`config.mk`:
```
export PLATFORM = sky130hd
export DESIGN_NAME = div
export DESIGN_NICKNAME = d
export VERILOG_FILES = /design/src/rtl/div_pkg.sv /design/src/rtl/div.sv
export SDC_FILE = /design/constraint.sdc
export NUM_CORES = 1
export LEC_CHECK = 0
export BUFFER_PORTS_ARGS = -buffer_cell sky130_fd_sc_hd__clkbuf_2
export CORE_MARGIN = 2
export CORE_UTILIZATION = 52
export DETAILED_ROUTE_END_ITERATION = 12
export GPL_TIMING_DRIVEN = 0
export HOLD_SLACK_MARGIN = 0.1
export PLACE_DENSITY_LB_ADDON = 0.08
export SLEW_MARGIN = 40
export SYNTH_ARGS = -nofsm -noshare
export SYNTH_HDL_FRONTEND = slang
export SYNTH_SLANG_ARGS = --single-unit
```
`constraint.sdc`:
```
create_clock -name clk -period 4 [get_ports clk]
set_input_delay 1 -clock clk [delete_from_list [all_inputs] [get_ports clk]]
set_output_delay 1 -clock clk [all_outputs]
set_load 0.005 [all_outputs]
```
`src/rtl/div_pkg.sv`:
```
// Shared definitions for the multi-cycle divider: FSM state encodings and
// handshake/constant values used by the execute-stage hi/lo path.
package div_pkg;

    typedef enum logic [1:0] {
        DivFree   = 2'b00,
        DivByZero = 2'b01,
        DivOn     = 2'b10,
        DivEnd    = 2'b11
    } div_state_e;

    localparam logic DivResultReady    = 1'b1;
    localparam logic DivResultNotReady = 1'b0;
    localparam logic DivStart          = 1'b1;
    localparam logic DivStop           = 1'b0;

    localparam logic [31:0] ZeroWord     = 32'h0000_0000;
    localparam int          DoubleRegBus = 64;

endpackage

```
`src/rtl/div.sv`:
```
// Radix-2 restoring divider, one quotient bit per clock, producing
// {remainder, quotient} for DIV/DIVU with annulment support.
module div
    import div_pkg::*;
#(
    parameter int WIDTH = 32,
    parameter int CNT_W = 6
) (
    input  logic               clk,
    input  logic               rst,
    input  logic               signed_div_i,
    input  logic [WIDTH-1:0]   opdata1_i,
    input  logic [WIDTH-1:0]   opdata2_i,
    input  logic               start_i,
    input  logic               annul_i,
    output logic [2*WIDTH-1:0] result_o,
    output logic               ready_o
);

    div_state_e         state, state_n;
    logic [CNT_W-1:0]   cnt, cnt_n;
    logic [2*WIDTH:0]   work, work_n;
    logic [WIDTH-1:0]   divisor, divisor_n;
    logic               neg1, neg1_n;
    logic               neg2, neg2_n;
    logic [2*WIDTH-1:0] result_n;
    logic               ready_n;
    logic [WIDTH:0]     diff;
    logic [WIDTH-1:0]   mag1, mag2;

    always_ff @(posedge clk) begin
        if (rst) begin
            state    <= DivFree;
            cnt      <= '0;
            work     <= '0;
            divisor  <= '0;
            neg1     <= 1'b0;
            neg2     <= 1'b0;
            result_o <= '0;
            ready_o  <= DivResultNotReady;
        end else begin
            state    <= state_n;
            cnt      <= cnt_n;
            work     <= work_n;
            divisor  <= divisor_n;
            neg1     <= neg1_n;
            neg2     <= neg2_n;
            result_o <= result_n;
            ready_o  <= ready_n;
        end
    end

    always_comb begin
        state_n   = state;
        cnt_n     = cnt;
        work_n    = work;
        divisor_n = divisor;
        neg1_n    = neg1;
        neg2_n    = neg2;
        result_n  = '0;
        ready_n   = DivResultNotReady;

        // Sign flags are captured at start so operand inputs may change freely afterwards.
        mag1 = (signed_div_i && opdata1_i[WIDTH-1]) ? (~opdata1_i + 1'b1) : opdata1_i;
        mag2 = (signed_div_i && opdata2_i[WIDTH-1]) ? (~opdata2_i + 1'b1) : opdata2_i;
        diff = {1'b0, work[2*WIDTH-1:WIDTH]} - {1'b0, divisor};

        case (state)
            DivFree: begin
                if (start_i == DivStart && !annul_i) begin
                    if (opdata2_i == '0) begin
                        state_n = DivByZero;
                    end else begin
                        state_n   = DivOn;
                        cnt_n     = '0;
                        neg1_n    = signed_div_i & opdata1_i[WIDTH-1];
                        neg2_n    = signed_div_i & opdata2_i[WIDTH-1];
                        work_n    = {{WIDTH{1'b0}}, mag1, 1'b0};
                        divisor_n = mag2;
                    end
                end
            end

            DivByZero: begin
                work_n  = '0;
                state_n = DivEnd;
            end

            DivOn: begin
                if (annul_i) begin
                    state_n = DivFree;
                    cnt_n   = '0;
                end else if (cnt != CNT_W'(WIDTH)) begin
                    // Remainder window sits one bit above the quotient; a negative diff restores.
                    if (diff[WIDTH]) begin
                        work_n = {work[2*WIDTH-1:0], 1'b0};
                    end else begin
                        work_n = {diff[WIDTH-1:0], work[WIDTH-1:0], 1'b1};
                    end
                    cnt_n = cnt + CNT_W'(1);
                end else begin
                    if (neg1 ^ neg2) begin
                        work_n[WIDTH-1:0] = ~work[WIDTH-1:0] + 1'b1;
                    end
                    if (neg1) begin
                        work_n[2*WIDTH:WIDTH+1] = ~work[2*WIDTH:WIDTH+1] + 1'b1;
                    end
                    state_n = DivEnd;
                    cnt_n   = '0;
                end
            end

            DivEnd: begin
                if (start_i == DivStart) begin
                    result_n = {work[2*WIDTH:WIDTH+1], work[WIDTH-1:0]};
                    ready_n  = DivResultReady;
                end else begin
                    state_n = DivFree;
                end
            end

            default: state_n = DivFree;
        endcase
    end

endmodule

```
; ---- Word level (Yosys, flattened, before mapping)
; Index checks and enable logic that the tools add are counted.
[op_classes]
addsub = 6
n_eq_ne = 12
mux = 24
bitwise = 10
n_reduce_logical = 16
[ops]
columns = cell, count
row1 = $mux W65, 4
row2 = $pmux W65 S3, 1
row3 = $mux W32, 6
row4 = $add A32 B1 Y32 const B, 4
row5 = $not A32 Y32, 4
row6 = $sub A32 B32 Y33, 1
row7 = $logic_not A32 Y1, 1
row8 = $mux W6, 4
row9 = $reduce_and A5 Y1, 3
row10 = $pmux W6 S2, 1
row11 = $mux W2, 5
row12 = $ne A2 B2 Y1 const B, 5
row13 = $ne A3 B3 Y1 const B, 3
row14 = $reduce_and A3 Y1, 3
row15 = $pmux W2 S4, 1
row16 = $add A6 B1 Y6 const B, 1
row17 = $ne A6 B6 Y1 const B, 1
row18 = $eq A2 B2 Y1 const B, 2
row19 = $logic_and A1 B1 Y1, 3
row20 = $not A1 Y1, 3
row21 = $reduce_bool A3 Y1, 1
row22 = $reduce_or A3 Y1, 1
row23 = $and A1 B1 Y1, 2
row24 = $eq A2 B1 Y1 const B, 1
row25 = 6 further kinds, 7
[totals]
reg_bits = 172
inputBits = 69
out_inout_bits = 65
wordCells = 78

; ---- Longest topological paths before layout
; Gate-level depths: netlist of the first run.
[depth]
word_depth = 6
ltp_mapped = 14
depth_no_buf = 12

; ---- Worst setup path before layout of the first run
; No wires, ideal clock.
[synth_timing]
path_type = input to register
start = in opdata2_i[3]
end = reg divisor[29]
setup_time_ps = 86
t_arrival_ps = 3372
required_ps = 3914
slack_ps = 543
path_stages = 8
path_cell_list = or3_1 > or4_1 > or3_4 > or3_1 > or2_2 > o41ai_2 > xor2_1 > a211oi_1
[synth_between]
elab_chain_len = 3
elab_cells_between_ends = 6
cone_classes = add/sub (1) / mux (1) / bitwise (2) / reduce/logical (2)
[synth_lines]
columns = item, line
row1 = from (decl), div.sv:13  ; input logic [WIDTH-1:0] opdata2_i,
row2 = $not A32 Y32 or $logic_not A32 Y1 (tied branches), "div.sv:65, div.sv:71"
row3 = $add A32 B1 Y32 or $not A1 Y1 (tied branches), -
row4 = $mux W32 or $reduce_and A3 Y1 (tied branches), -
row5 = to (signal assigned), div.sv:45  ; divisor <= divisor_n;
row6 = to (decl), div.sv:23  ; logic [WIDTH-1:0] divisor, divisor_n;
; Parallel ways exist; a longest one is shown, timed or not.
; A chain may end at the register's enable or synchronous reset.

; ---- Worst setup path after layout of the first run
[layout_timing]
start = in opdata2_i[23]
end = reg work[1]
[layout_between]
elab_chain_len = 3
[layout_lines]
columns = item, line
row1 = $logic_not A32 Y1, div.sv:71  ; if (opdata2_i == '0) begin
row2 = $ne A2 B2 Y1 (no source line), -
row3 = $reduce_and A5 Y1 (no source line), -
row4 = to (signal assigned), div.sv:44  ; work <= work_n;
row5 = to (decl), div.sv:22  ; logic [2*WIDTH:0] work, work_n;
; No other way between the ends.

==> impl_metrics.py, run 1 <==
metrics = {
    "floorplanning": {
        "ios": 134,
        "core_area_um2": 21000,
        "die_area_um2": 22500,
        "row_count": 53,
        "die_h_um": 150,
        "die_w_um": 150,
        "start_util_pct": 53.0,
    },
    "worst_setup_path": {
        "endpoint_kind": "flip-flop",
        "required_ns": 4.37,
        "worstReg2RegStart": "work[32]",
        "start_kind": "input pin",
        "r2r_cells": 14,
        "criticalPathCategory": "input pin to flip-flop",
        "path_max_fanout": 10,
        "rrSetupSlack_ns": 0.38,
        "cp.arrival_ns": 4.10,
        "rr_endpoint": "work[44]",
    },
    "cells_and_area": {
        "layout_commonest_cell": "dfxtp_1",
        "area_growth_pct": 14.7,
        "final_cell_mix": "dfxtp_1 (172), nor2_1 (144), clkbuf_2 (138)",
        "n_antenna_cell": 0,
        "fin_nets": 1703,
        "fin_cells": 1877,
        "drive_above_1_share_pct": 13.5,
    },
    "clock_network": {
        "numCtsBuffers": 17,
        "cts_buffer_depth": 2,
        "htree_num_levels": 4,
        "cts-root-buf": "clkbuf_16",
        "clkTransAtPathRegs_ns": 0.07,
        "clock_latency_ns": 0.45,
        "cts_tree": "built",
        "numClockSinks": 172,
    },
    "routing": {
        "vias_per_cell": 6.28,
        "top_layer": "met4",
        "drtIter0Drc": 1404,
        "final_antenna_net_count": 0,
        "avgRoutedWirePerCell_um": 20.0,
        "dr_wl_met2_um": 15700,
        "dr_total_vias": 11783,
        "firstDrtPassIters": 6,
        "dr_wl_met3_um": 4090,
        "drt-total-wl_um": 37600,
        "wl_met1_um": 16600,
        "drcViolationCount": 0,
    },
    "worst_hold_path": {
        "hold_depth": 2,
        "hp-class": "flip-flop to flip-flop",
        "hold-path-endpoint": "divisor[31]",
        "hp-start": "divisor[31]",
    },
    "sta": {
        "period_needed_ns": 3.73,
        "fin_skew_ns": 0.0177,
        "slew_headroom_pct": 39.8,
        "fin_crit_sh_pct": 93.4,
        "tns_ns": 0,
        "slew_violations": 0,
        "worstMarginPinSlew_ns": 0.903,
        "setup_viol": 0,
        "max_freq_mhz": 268,
        "finalHoldViolCount": 0,
        "holdWs_ns": 0.455,
        "rsz0062_at_grt": "false",
    },
    "global_route": {
        "grt_max_degree": 17,
        "grt_usage_pct": 33.2,
        "grt_antenna_before_repair": 0,
        "grt_overflow": 0,
        "grt_pass1_vias": 10535,
        "grt_pass1_wl_um": 58100,
    },
    "logic_synthesis": {
        "avgSynthCellArea_um2": 7.72,
        "syn-num-nets": 1550,
        "ys_seq_area_share_pct": 31.0,
        "ys_async_sr_fraction_pct": 0,
        "synthDistinctLibCells": 81,
        "yosysTopAreaCell": "dfxtp_1",
        "yosysWarningCount": 0,
        "netlist_top_cells_area": "dfxtp_1 (31%), a21oi_1 (5.1%), o21ai_0 (5.1%)",
        "synthFlopType": "dfxtp_1",
        "synthCells": 1437,
        "netlist_area_um2": 11100,
        "synth_edf_count": 0,
        "ys_ff_latch": 172,
        "synth_top_cell_area_share_pct": 31.0,
    },
    "pwr": {
        "power.switching_mw": 2.82,
        "power_frac_clock_pct": 25.1,
        "internal_power_mw": 3.73,
        "p_sw_share_pct": 43.1,
        "p_per_area_nw_per_um2": 515,
        "combPwrFrac_pct": 43.2,
        "seq_power_share_pct": 31.7,
        "vdd_ir_drop_max_mv": 0.285,
        "leakagePower_nw": 5.02,
    },
    "flow_run": {
        "maxCapViolations": 0,
    },
    "placement": {
        "globalplace.congestion": 1.01,
        "placed_cells": 1845,
        "dp_hpwl_um": 28900,
        "io_buffer_count": 133,
    },
    "status": {
        "status": "complete, no violations",
    },
}
kinds of logic (layout without fill, tap and decap cells):
family                   Yosys count  count (layout)  share of synthesized area (%)
AO/OA/AOI/OAI                    449             449                           26.3
XOR/XNOR                          89              89                           7.02
adder cells (fa/ha/maj)           44              44                           5.03
buffers and inverters            142             307                           5.12
flip-flops                       172             172                           31.0
multiplexers                       9               9                          0.812
AND/OR/NAND/NOR                  532             532                           24.7
state kept, by name (all words and copies together), names as in the netlist:
name,cells
cnt,6
divisor,32
neg1,1
neg2,1
ready_o,1
result_o,64
state,2
work,65
cell usage after synthesis (7+ instances only):
library cell,count
and3_1,9
nand3_1,16
o221ai_1,20
o211ai_1,18
clkbuf_1,67
mux2i_1,9
buf_2,9
nand2_1,110
inv_1,57
dfxtp_1,172
or3_1,25
ha_1,43
a221oi_1,7
nor2b_1,15
xnor2_1,41
nand3b_1,11
or4_1,16
a211oi_1,38
a31oi_1,12
and2_1,66
nor2_1,144
o31ai_1,22
nor4_1,20
a22oi_1,13
xor2_1,48
o21ai_0,113
nand2b_1,20
a21oi_1,114
o41ai_1,7
a21o_1,18
nor3_1,47
per-layer routing:
metal	global-route usage (%)	vias to the layer above
met5	0	-
li1	-	5540
met1	48.7	5471
met2	48.5	663
met4	10.6	0
met3	6.82	109
cell type report:
class,instances,area (µm²)
fill,2011,8220
multi-input combinational,1123,7140
sequential,172,3440
timing repair buffer,134,673
clock buffer,17,425
buffer,84,355
tap,275,344
inverter,58,218
clock inverter,14,136
metrics by stage:
| step | worst slack, ns | util (%) | instance area, µm² | power, mW |
|---|---|---|---|---|
| after global routing | 0.128 | 60.8 | 12700 | 6.90 |
| after global placement | -0.296 | 57.8 | 12100 | 4.77 |
| after floorplan | 0.543 | - | 11100 | 4.01 |
| final | 0.265 | 60.8 | 12700 | 6.55 |
| after CTS | 0.0370 | 60.6 | 12700 | 6.43 |
| after detailed placement | -0.406 | 57.9 | 12100 | 4.81 |
how the worst max path moves through the flow:
stage             startpoint           to  depth (start not counted)  slack, ns
2_1_floorplan   opdata2_i[3]  divisor[29]                          8       0.54
3_3_place_gp   opdata2_i[27]     work[35]                         11      -0.30
3_5_place_dp   opdata2_i[27]     work[35]                         11      -0.41
4_1_cts             work[55]     work[45]                         12       0.04
5_1_grt             work[55]     work[59]                         11       0.13
6_report       opdata2_i[23]      work[1]                         11       0.27
power by group through the flow:
stage | sequential [mW] | combinational, mW | clock, mW
global placement | 2.09 | 2.68 | 0
detailed placement | 2.10 | 2.71 | 0
floorplan | 2.03 | 1.98 | 0
finish | 2.08 | 2.83 | 1.64
global route | 2.09 | 3.09 | 1.72
CTS | 2.06 | 2.72 | 1.64
repair_timing:
item,in CTS,in global routing
setup endpoints to repair,0,25
setup buffers,0,1
gates resized for setup,0,11
hold buffers,0,0
worst max-delay path, cell delays in order:
cell and delay, ns:
clkbuf_2 0.11, or4_1 0.59, nor4b_1 0.54, nand4bb_4 0.23, o21ai_2 0.24, buf_2 0.34, a31oi_2 0.18, clkbuf_1 0.39
o221ai_1 0.21, o21ai_0 0.15, nor2_1 0.11
(Power assumes the default switching activity.)
==> run 2: changes to the inputs <==
--- a/config.mk
+++ b/config.mk
@@ -12,6 +12,7 @@
 export GPL_TIMING_DRIVEN = 0
 export HOLD_SLACK_MARGIN = 0.1
 export PLACE_DENSITY_LB_ADDON = 0.08
+export REMOVE_ABC_BUFFERS = 1
 export SLEW_MARGIN = 40
 export SYNTH_ARGS = -nofsm -noshare
 export SYNTH_HDL_FRONTEND = slang
==> run 2 against run 1 <==
Effect of this change:
- clock power about the same
- maximum frequency about the same
- power down 1.8%
- worst hold slack worse by 0.0013 ns
- register-to-register slack worse by 0.08 ns
- clock-buffer cell count up 1
- first-iteration DRC count down 34%
==> impl_metrics.py, run 2 (synthesis results as in run 1) <==
metrics = {
    "status": {
        "status": "complete, no violations",
    },
    "sta": {
        "fin_crit_sh_pct": 93.3,
        "rsz0062_at_grt": "false",
        "tns_ns": 0,
        "period_needed_ns": 3.73,
        "fin_skew_ns": 0.0112,
        "slew_violations": 0,
        "finalHoldViolCount": 0,
        "worstMarginPinSlew_ns": 0.855,
        "slew_headroom_pct": 42.9,
        "setup_viol": 0,
        "max_freq_mhz": 268,
    },
    "worst_setup_path": {
        "slowest_delay_ns": 0.58,
        "cp_num_cells": 9,
        "cp_slowest_cell": "or4_1",
        "worstReg2RegStart": "work[32]",
        "crit_start": "opdata2_i[7]",
        "path_buf_inv": 1,
        "crit_end": "work[33]",
        "required_ns": 4.35,
        "cp.arrival_ns": 4.08,
        "rrSetupSlack_ns": 0.30,
        "start_kind": "input pin",
        "r2r_cells": 13,
        "cp_cell_sequence": "clkbuf_2, or4_1, or4_4, nand4bb_4, o21ai_4, a31oi_2, nor2_2, o21ai_0, o21ai_0",
        "crit_top_cell": "o21ai_0",
        "criticalPathCategory": "input pin to flip-flop",
        "endpoint_kind": "flip-flop",
        "path_delay_family": "simple AND/OR/NAND/NOR gates",
        "rr_endpoint": "work[60]",
        "path_max_fanout": 12,
    },
    "placement": {
        "io_buffer_count": 133,
        "dpl_cell_area_um2": 12000,
        "globalplace.congestion": 0.934,
        "dp_hpwl_um": 22800,
    },
    "cells_and_area": {
        "fin_nets": 1629,
        "top_register": "work",
        "stdcell_area_um2": 12600,
        "utilization_pct": 60.3,
        "largest_reg_flops": 65,
        "top_regs": "work (65), result_o (64), divisor (32)",
        "final_cell_mix": "dfxtp_1 (172), nor2_1 (141), clkbuf_2 (132)",
        "area_growth_pct": 13.9,
        "layout_commonest_cell": "dfxtp_1",
        "n_fill_cell": 1947,
        "drive_above_1_share_pct": 14.0,
        "n_antenna_cell": 0,
        "multiInputGateArea_um2": 7210,
        "regArea_um2": 3440,
    },
    "clock_network": {
        "cts_buffer_depth": 2,
        "clkTransAtPathRegs_ns": 0.07,
        "htree_num_levels": 4,
        "clock_latency_ns": 0.43,
        "cts-root-buf": "clkbuf_16",
        "numClockSinks": 172,
        "numCtsBuffers": 17,
        "cts_tree": "built",
    },
    "routing": {
        "avgRoutedWirePerCell_um": 17.4,
        "drtIter0Drc": 923,
        "vias_per_cell": 6.07,
        "final_antenna_net_count": 0,
        "drt-total-wl_um": 31400,
        "dr_total_vias": 10936,
        "drcViolationCount": 0,
        "firstDrtPassIters": 5,
    },
    "global_route": {
        "grt_max_degree": 80,
        "grt_pass1_wl_um": 50500,
        "grt_pass1_vias": 9707,
        "grt_usage_pct": 27.8,
        "grt_overflow": 0,
        "grt_antenna_before_repair": 0,
    },
    "floorplanning": {
        "die_h_um": 150,
        "row_count": 53,
        "core_area_um2": 21000,
        "start_util_pct": 53.0,
        "die_area_um2": 22500,
        "ios": 134,
        "die_w_um": 150,
    },
    "pwr": {
        "power_frac_clock_pct": 25.7,
        "power.switching_mw": 2.62,
        "leakagePower_nw": 4.96,
        "combPwrFrac_pct": 41.8,
        "vdd_ir_drop_max_mv": 0.316,
        "p_sw_share_pct": 40.7,
        "seq_power_share_pct": 32.5,
        "p_per_area_nw_per_um2": 509,
        "internal_power_mw": 3.82,
    },
    "flow_run": {
        "maxCapViolations": 0,
    },
    "worst_hold_path": {
        "hp-class": "flip-flop to flip-flop",
    },
}
[run 2: tightest hold or removal path, stage by stage, from the launching register on]
cell and delay (ns):
dfxtp_1 0.31, nand2_1 0.05, a21oi_1 0.05
[run 2: how the worst min path moves through the flow]
stage / from / depth (start not counted) / to / slack (ns)
after floorplan: divisor[16] / 2 / divisor[16] / 0.43
after global placement: divisor[21] / 2 / divisor[21] / 0.44
after CTS: divisor[21] / 2 / divisor[21] / 0.46
after detailed placement: divisor[31] / 2 / divisor[31] / 0.45
final: divisor[21] / 2 / divisor[21] / 0.45
after global routing: divisor[16] / 2 / divisor[16] / 0.49
[run 2: power by group through the flow]
stage          registers, mW  logic, mW  clock network [mW]
2_1_floorplan           2.06       1.88                   0
3_3_place_gp            2.12       2.50                   0
3_5_place_dp            2.12       2.59                   0
4_1_cts                 2.09       2.61                1.68
5_1_grt                 2.12       2.97                1.75
6_report                2.09       2.69                1.66
[run 2: what timing repair did]
| item | CTS | global route |
|---|---|---|
| hold buffers | 0 | 0 |
| endpoints found under the hold margin | 0 | 0 |
| buffers inserted | 0 | 0 |
| resized for setup | 1 | 4 |
| endpoints found under the setup margin | 2 | 12 |
[run 2: layer usage]
| layer | routed length (µm) | GRT usage [%] |
|---|---|---|
| met5 | 0 | 0 |
| met4 | 324 | 6.84 |
| met3 | 2240 | 3.18 |
| met2 | 13400 | 41.6 |
| met1 | 15400 | 42.5 |
[run 2: per-stage QoR]
step	hold WS (ns)	worst slack (ns)	std cells	power, mW
2_1_floorplan	0.426	-0.940	1353	3.94
3_3_place_gp	0.441	-3.15	1761	4.61
3_5_place_dp	0.449	-0.530	1772	4.71
4_1_cts	0.456	0.131	1803	6.38
5_1_grt	0.493	0.108	1803	6.85
6_report	0.453	0.268	1803	6.44
[run 2: area by class of cell]
class / instances / area share [%]
multi-input combinational: 1123 / 57.0
sequential: 172 / 27.2
timing repair buffer: 144 / 6.71
clock buffer: 18 / 3.47
tap: 275 / 2.72
inverter: 58 / 1.72
clock inverter: 13 / 1.12
==> run 3: changes to the inputs <==
==> constraint.sdc (replaced) <==
create_clock -name clk -period 4 [get_ports clk]
set_input_delay 0.2 -clock clk [delete_from_list [all_inputs] [get_ports clk]]
set_output_delay 0.2 -clock clk [all_outputs]
set_load 0.005 [all_outputs]
==> run 3 against run 2 <==
Effect of this change:
- worst setup slack better by 0.0027 ns
- non-clock buffer count increased by 5
- critical path type is now flip-flop to flip-flop
- global-route usage about the same
- cell count up 0.28%
- cell area increased by 0.22%
- sequential cell count did not move
- largest power group unchanged
==> impl_metrics.py, run 3 (synthesis results as in run 1) <==
metrics = {
    "status": {
        "status": "complete, no violations",
    },
    "global_route": {
        "grt_pass1_vias": 9754,
        "met3_usage_pct": 3.15,
        "grt_busiest_layer": "met1",
        "grt_pass1_wl_um": 50600,
        "grt_antenna_before_repair": 0,
        "grt_usage_pct": 27.8,
        "grt_overflow": 0,
        "use_met2_pct": 41.6,
        "gr-usage-met1_pct": 42.5,
        "grt_max_degree": 80,
    },
    "cells_and_area": {
        "fin_cells": 1808,
        "top_register": "work",
        "utilization_pct": 60.5,
        "final_cell_mix": "dfxtp_1 (172), nor2_1 (141), clkbuf_2 (132)",
        "top_regs": "work (65), result_o (64), divisor (32)",
        "n_antenna_cell": 0,
        "n_fill_cell": 1943,
        "multiInputGateArea_um2": 7190,
        "layout_commonest_cell": "dfxtp_1",
        "regArea_um2": 3440,
        "drive_above_1_share_pct": 13.9,
        "fin_nets": 1634,
        "largest_reg_flops": 65,
        "area_growth_pct": 14.2,
    },
    "routing": {
        "drt-total-wl_um": 31300,
        "avgRoutedWirePerCell_um": 17.3,
        "final_antenna_net_count": 0,
        "drtIter0Drc": 1017,
        "dr_total_vias": 10952,
        "vias_per_cell": 6.06,
        "firstDrtPassIters": 5,
        "drcViolationCount": 0,
    },
    "clock_network": {
        "clock_latency_ns": 0.43,
        "cts-root-buf": "clkbuf_16",
        "htree_num_levels": 4,
        "cts_buffer_depth": 2,
        "numCtsBuffers": 17,
        "numClockSinks": 172,
        "clkTransAtPathRegs_ns": 0.07,
        "cts_tree": "built",
        "postCtsSetupBuffers": 0,
    },
    "pwr": {
        "p_per_area_nw_per_um2": 507,
        "power_mw": 6.42,
        "power.switching_mw": 2.61,
        "combPwrFrac_pct": 41.8,
        "vdd_ir_drop_max_mv": 0.302,
        "seq_power_share_pct": 32.6,
        "p_sw_share_pct": 40.6,
        "power_frac_clock_pct": 25.7,
        "internal_power_mw": 3.82,
        "leakagePower_nw": 4.98,
    },
    "sta": {
        "rsz0062_at_grt": "false",
        "finalHoldViolCount": 0,
        "max_freq_mhz": 268,
        "period_needed_ns": 3.73,
        "worstMarginPinSlew_ns": 0.885,
        "fin_crit_sh_pct": 93.2,
        "setup_viol": 0,
        "slew_headroom_pct": 40.9,
        "slew_violations": 0,
        "fin_skew_ns": 0.00877,
    },
    "floorplanning": {
        "ios": 134,
        "row_count": 53,
        "die_w_um": 150,
        "core_area_um2": 21000,
        "die_area_um2": 22500,
        "start_util_pct": 53.0,
        "die_h_um": 150,
    },
    "placement": {
        "dp_hpwl_um": 22800,
        "globalplace.congestion": 0.934,
        "io_buffer_count": 133,
        "placed_cells": 1772,
    },
    "worst_setup_path": {
        "criticalPathCategory": "flip-flop to flip-flop",
        "endpoint_kind": "flip-flop",
        "required_ns": 4.32,
        "start_kind": "flip-flop",
        "cp.arrival_ns": 4.05,
        "path_max_fanout": 14,
    },
    "worst_hold_path": {
        "hp-class": "input pin to flip-flop",
    },
    "flow_run": {
        "maxCapViolations": 0,
    },
}
run 3: changes by cell type in the layout (fill, tap and decap cells not counted), sizes merged:
cell,delta
dlygate4sd3,+5
run 3: power by group through the flow:
stage                     Combinational (mW)  Clock, mW  Sequential (mW)
after global routing                    2.97       1.76             2.12
after global placement                  2.50          0             2.12
after floorplan                         1.88          0             2.06
after CTS                               2.61       1.68             2.09
final                                   2.68       1.65             2.09
after detailed placement                2.59          0             2.12
run 3: worst max-delay path: stages, from the launching register on:
cell and delay (ns):
dfxtp_1 0.41, inv_1 0.09, ha_1 0.21, fa_1 0.42, nor2b_1 0.16, o31ai_1 0.14
a211o_1 0.34, a211oi_1 0.44, a211oi_4 0.18, buf_4 0.24, nand2_1 0.32, o211ai_1 0.13
a21o_1 0.21, a2111oi_2 0.35
run 3: repair_timing:
action                                  in CTS  in global routing
endpoints found under the setup margin       0                 10
hold buffers                                 5                  0
resized for setup                            0                  2
endpoints found under the hold margin        6                  0
run 3: final cells by class:
class,instances,share of cell area (%)
clock buffers,18,3.47
multi-input cells,1123,56.7
repair buffers,149,7.09
inverters,58,1.72
flip-flops and latches,172,27.2
well taps,275,2.72
clock inverters,13,1.12
run 3: worst paths after layout:
kind / startpoint / end / slack [ns] / depth (start not counted)
setup / recovery: work[32] / work[60] / 0.27 / 13
hold / removal: opdata2_i[8] / divisor[8] / 0.11 / 3
setup reg to reg: work[32] / work[60] / 0.27 / 13
hold reg to reg: divisor[21] / divisor[21] / 0.45 / 2
run 3: metrics by stage:
step	TNS [ns]	hold slack, ns	cell area [µm²]	setup WS (ns)
global route	0	0.127	12700	0.108
global placement	-220.48	0.441	11800	-3.15
detailed placement	0	0.449	12000	0.156
finish	0	0.114	12700	0.270
CTS	0	0.101	12600	0.138
floorplan	-22.34	0.262	10700	-0.940
run 3: per-layer routing:
| layer | share of wire, % | vias to the layer above |
|---|---|---|
| met3 | 7.1 | 22 |
| met2 | 43 | 422 |
| met1 | 49 | 5090 |
| met4 | 0.98 | 0 |
| li1 | - | 5418 |
| met5 | 0 | - |
